--- config.mk ---
export PLATFORM = sky130hd
export DESIGN_NAME = button_conditioner
export DESIGN_NICKNAME = d
export VERILOG_FILES = /design/src/rtl/button_conditioner.sv
export SDC_FILE = /design/constraint.sdc
export NUM_CORES = 1
export LEC_CHECK = 0
export ABC_AREA = 1
export CAP_MARGIN = 20
export CORE_UTILIZATION = 56
export CTS_CLUSTER_DIAMETER = 80
export DETAILED_ROUTE_END_ITERATION = 6
export PLACE_DENSITY_LB_ADDON = 0.3
export SLEW_MARGIN = 0
export SYNTH_ARGS = -nofsm -noshare
export SYNTH_HDL_FRONTEND = slang
export SYNTH_SLANG_ARGS = --single-unit
--- constraint.sdc ---
create_clock -name clk -period 3.4 [get_ports clk]
set_input_delay 0.68 -clock clk [delete_from_list [all_inputs] [get_ports clk]]
set_output_delay 0.68 -clock clk [all_outputs]
set_load 0.005 [all_outputs]
--- src/rtl/button_conditioner.sv ---
`default_nettype none
// ============================================================================
// Module      : button_conditioner
// Description : Per-channel two-flop synchroniser, counter debouncer and
//               auto-repeat generator for raw push-button inputs. Emits a
//               clean level plus registered press/release/repeat pulses.
// Revision    : 1.0 - initial release
// ============================================================================
module button_conditioner #(
  parameter int              N             = 4,
  parameter int              CNT_W         = 20,
  parameter logic [CNT_W-1:0] DEBOUNCE     = 20'hfffff,
  parameter int              REP_W         = 24,
  parameter logic [REP_W-1:0] REPEAT_DELAY = 24'd12_500_000,
  parameter logic [REP_W-1:0] REPEAT_PERIOD = 24'd2_500_000
) (
  input  logic         clk,
  input  logic         rst,
  input  logic [N-1:0] btn_in,
  output logic [N-1:0] btn_state,
  output logic [N-1:0] btn_press,
  output logic [N-1:0] btn_release,
  output logic [N-1:0] btn_repeat
);

  localparam logic [CNT_W-1:0] DB_LAST  = DEBOUNCE - CNT_W'(1);
  localparam logic [CNT_W-1:0] CNT_ONE  = CNT_W'(1);
  localparam logic [REP_W-1:0] RD_LAST  = REPEAT_DELAY - REP_W'(1);
  localparam logic [REP_W-1:0] RP_LAST  = REPEAT_PERIOD - REP_W'(1);
  localparam logic [REP_W-1:0] REP_ONE  = REP_W'(1);
  localparam logic             REP_EN   = (REPEAT_DELAY != '0);

  typedef enum logic [1:0] {
    ST_IDLE   = 2'd0,
    ST_DELAY  = 2'd1,
    ST_REPEAT = 2'd2
  } rep_state_t;

  for (genvar i = 0; i < N; i++) begin : g_ch
    logic             s1_q, s2_q;
    logic             state_q, state_d;
    logic [CNT_W-1:0] cnt_q, cnt_d;
    logic             press_q, press_d;
    logic             release_q, release_d;
    logic             repeat_q, repeat_d;
    logic [REP_W-1:0] rcnt_q, rcnt_d;
    rep_state_t       fsm_q, fsm_d;

    // Debounce: accept a new level only after DEBOUNCE consecutive differing samples
    always_comb begin
      state_d   = state_q;
      cnt_d     = '0;
      press_d   = 1'b0;
      release_d = 1'b0;
      if (s2_q != state_q) begin
        if (cnt_q == DB_LAST) begin
          state_d   = s2_q;
          press_d   = s2_q;
          release_d = ~s2_q;
        end else begin
          cnt_d = cnt_q + CNT_ONE;
        end
      end
    end

    // Auto-repeat: delay after press, then periodic pulses; release wins
    always_comb begin
      fsm_d    = fsm_q;
      rcnt_d   = rcnt_q;
      repeat_d = 1'b0;
      case (fsm_q)
        ST_IDLE: begin
          rcnt_d = '0;
          if (press_d && REP_EN) begin
            fsm_d = ST_DELAY;
          end
        end
        ST_DELAY: begin
          if (release_d) begin
            fsm_d  = ST_IDLE;
            rcnt_d = '0;
          end else if (rcnt_q == RD_LAST) begin
            fsm_d    = ST_REPEAT;
            rcnt_d   = '0;
            repeat_d = 1'b1;
          end else begin
            rcnt_d = rcnt_q + REP_ONE;
          end
        end
        ST_REPEAT: begin
          if (release_d) begin
            fsm_d  = ST_IDLE;
            rcnt_d = '0;
          end else if (rcnt_q == RP_LAST) begin
            rcnt_d   = '0;
            repeat_d = 1'b1;
          end else begin
            rcnt_d = rcnt_q + REP_ONE;
          end
        end
        default: begin
          fsm_d  = ST_IDLE;
          rcnt_d = '0;
        end
      endcase
    end

    // State registers: synchroniser, debouncer, pulse outputs and repeat FSM
    always_ff @(posedge clk) begin
      if (rst) begin
        s1_q      <= 1'b0;
        s2_q      <= 1'b0;
        state_q   <= 1'b0;
        cnt_q     <= '0;
        press_q   <= 1'b0;
        release_q <= 1'b0;
        repeat_q  <= 1'b0;
        rcnt_q    <= '0;
        fsm_q     <= ST_IDLE;
      end else begin
        s1_q      <= btn_in[i];
        s2_q      <= s1_q;
        state_q   <= state_d;
        cnt_q     <= cnt_d;
        press_q   <= press_d;
        release_q <= release_d;
        repeat_q  <= repeat_d;
        rcnt_q    <= rcnt_d;
        fsm_q     <= fsm_d;
      end
    end

    assign btn_state[i]   = state_q;
    assign btn_press[i]   = press_q;
    assign btn_release[i] = release_q;
    assign btn_repeat[i]  = repeat_q;
  end

endmodule
`default_nettype wire

==> impl_metrics.toml <==
[run_status]
status = "completed"

[timing]
tightest_slew_ns = 0.589
period_minus_slack_ns = 2.18
slew_violations = 0
final.setup_skew_ns = 0.0220
slew_headroom_pct = 60.4
fmax_mhz = 458
setup_viol = 0
finalCritPeriodShare_pct = 64.2
hold_viol_final = 0
rsz0062_at_grt = "no"
final.setup.tns_ns = 0
setup_ws_ns = 1.22

[synth]
synth_cell_types = 43
synth_top_area_cell = "dfxtp_1"
synth-edff-count = 0
yosysTopAreaCellShare_pct = 39.1
synth_flop_cell = "dfxtp_1"
seq_area_frac_synth_pct = 39.1
yosysWarnings = 0
synth-async-reset-ratio_pct = 0
synth.ff_latch_count = 208
netlist_area_um2 = 10700
syn_nets = 1517
synthesis.instances = 1487
synthTopCellsByArea = "dfxtp_1, nand2_1, nor2_1"
synth_area_per_cell_um2 = 7.17

[detailed_routing]
wl_um = 20400
wl_per_cell_um = 11.6
drc = 0
routed_via_density = 5.02
dr.first_iter.drc_count = 536
ant_nets = 0
vias = 8791
drt_pass1_iterations = 5

[final_layout]
antennaDiodeCount = 0
layout_commonest_cell = "nand2_1"
drive_above_1_share_pct = 9.16
largest-register = "g_ch.rcnt_q"
layout_common_cells = "nand2_1, nor2_1, dfxtp_1, inv_1, nand3_1"
seqCellArea_um2 = 4160
syn_to_final_growth_pct = 9.91
nets = 1532
multi_input_area_um2 = 5440
fillerInstances = 1650
reg_top3 = "g_ch.rcnt_q (96), g_ch.cnt_q (80), g_ch.fsm_q (8)"
largest_register_ffs = 96

[floorplan]
start_util_pct = 57.0
core_area_um2 = 18700
die_area_um2 = 19600
io_pins = 22
die_w_um = 140
fp.dieH_um = 140
rows = 50

[power]
power.share.switching_pct = 20.5
internal_power_w = 0.00411
ir_drop_v = 0.000425
seqPwrFrac_pct = 47.4
combPwrFrac_pct = 1.5
p_sw_w = 0.00106
p_per_area_nw_per_um2 = 442
p_clk_share_pct = 51.1
power_w = 0.00517
p_leak_nw = 4.36

[cts]
cts_buffers = 22
cts_hold_buf = 0
insertion_delay_ns = 0.52
h-tree-depth = 1
cts_tree = "built"
clk_pin_slew_ns = 0.06
cts.sinks = 208
root_buffer = "clkbuf_16"
cts_setup_buffers = 0
cts_buffer_depth = 3
postCtsResizedCells = 0

[setup_path]
worstSetupPathType = "input port to register"
max_stage_delay_ns = 0.47
start_kind = "input port"
cp.arrival_ns = 2.62
crit_top_cell = "inv_1"
required_ns = 3.84
end_kind = "register"
cp_max_fo = 16
cp_cell_sequence = "clkdlybuf4s50_1 > inv_1 > nand3_1 > inv_1 > o21ai_0 > a21oi_1"
cpMaxStageDelayCell = "clkdlybuf4s50_1"

[place]
place.port_buffers = 21
hpwlAfterDp_um = 14600
gp_congestion = 0.913
dp_slack_ns = 0.783

[grt]
grt_usage_pct = 21.3
grt-ovfl-total = 0
grt_pass1_wl_um = 35600
grt_pass1_vias = 8058
grt_start_max_net_pins = 25
antenna_found_initial = 0

[run]
drv_cap = 0

[hold_path]
hp-class = "register to register"
cell type report:
type,instances,area share [%]
clock buffers,26,5.08
clock inverters,14,1.87
inverters,207,6.63
multi-input cells,1040,46.4
flip-flops and latches,208,35.6
well taps,234,2.50
repair buffers,23,1.92
cell usage after synthesis, types with 18 or more instances:
master / count
nand2_1: 276
nor2_1: 258
dfxtp_1: 208
inv_1: 204
nand3_1: 104
xor2_1: 67
nor2_2: 48
a21oi_1: 45
nor3_1: 43
nand4_1: 38
o21ai_0: 30
xnor2_1: 29
ha_1: 24
buf_4: 18
final timing paths:
| check | start | endpoint | slack [ns] | cells past startpoint |
|---|---|---|---|---|
| setup / recovery | rst | g_ch[2].cnt_q[7]$_SDFF_PP0_ | 1.22 | 6 |
| hold reg to reg | g_ch[2].s1_q$_SDFF_PP0_ | g_ch[2].s2_q$_SDFF_PP0_ | 0.40 | 2 |
| setup reg to reg | g_ch[2].rcnt_q[0]$_SDFF_PP0_ | g_ch[2].rcnt_q[19]$_SDFF_PP0_ | 1.41 | 8 |
| hold / removal | g_ch[2].s1_q$_SDFF_PP0_ | g_ch[2].s2_q$_SDFF_PP0_ | 0.40 | 2 |
kinds of logic after synthesis:
kind of cell	after synthesis	share of synthesized area, %
flops	208	39.1
simple gates	833	36.0
fa+ha+maj	24	2.82
compound gates	87	4.37
xor+xnor	96	7.89
buf+inv	239	9.89
through the flow:
stage	instance area [um2]	utilization, %	std cells	hold slack [ns]
final	11700	62.6	1752	0.402
after global placement	10900	58.3	1712	0.392
after CTS	11700	62.6	1752	0.401
after detailed placement	10900	58.3	1712	0.392
after floorplan	10700	-	1487	0.388
after global routing	11700	62.6	1752	0.413
power by group through the flow:
stage               Clock [W]  Combinational, W  Sequential (W)
global placement            0         0.0000735         0.00251
CTS                   0.00271         0.0000777         0.00245
floorplan                   0         0.0000578         0.00250
finish                0.00264         0.0000774         0.00245
global route          0.00281         0.0000876         0.00245
detailed placement          0         0.0000765         0.00251
metal layers:
metal,part of all wire (%),wire [um],GRT usage [%],up-vias
li1,-,-,-,4679
met2,45,9240,35.9,161
met3,4.0,806,3.18,21
met4,1.7,356,5.03,0
met1,49,9960,28.7,3930
met5,0,0,0,-
critical path, delay by kind of cell:
| kind | cells | cell delay [ns] |
|---|---|---|
| buf+inv | 3 | 1.21 |
| simple gates | 1 | 0.42 |
| compound gates | 2 | 0.31 |
(Power assumes the default switching activity.)
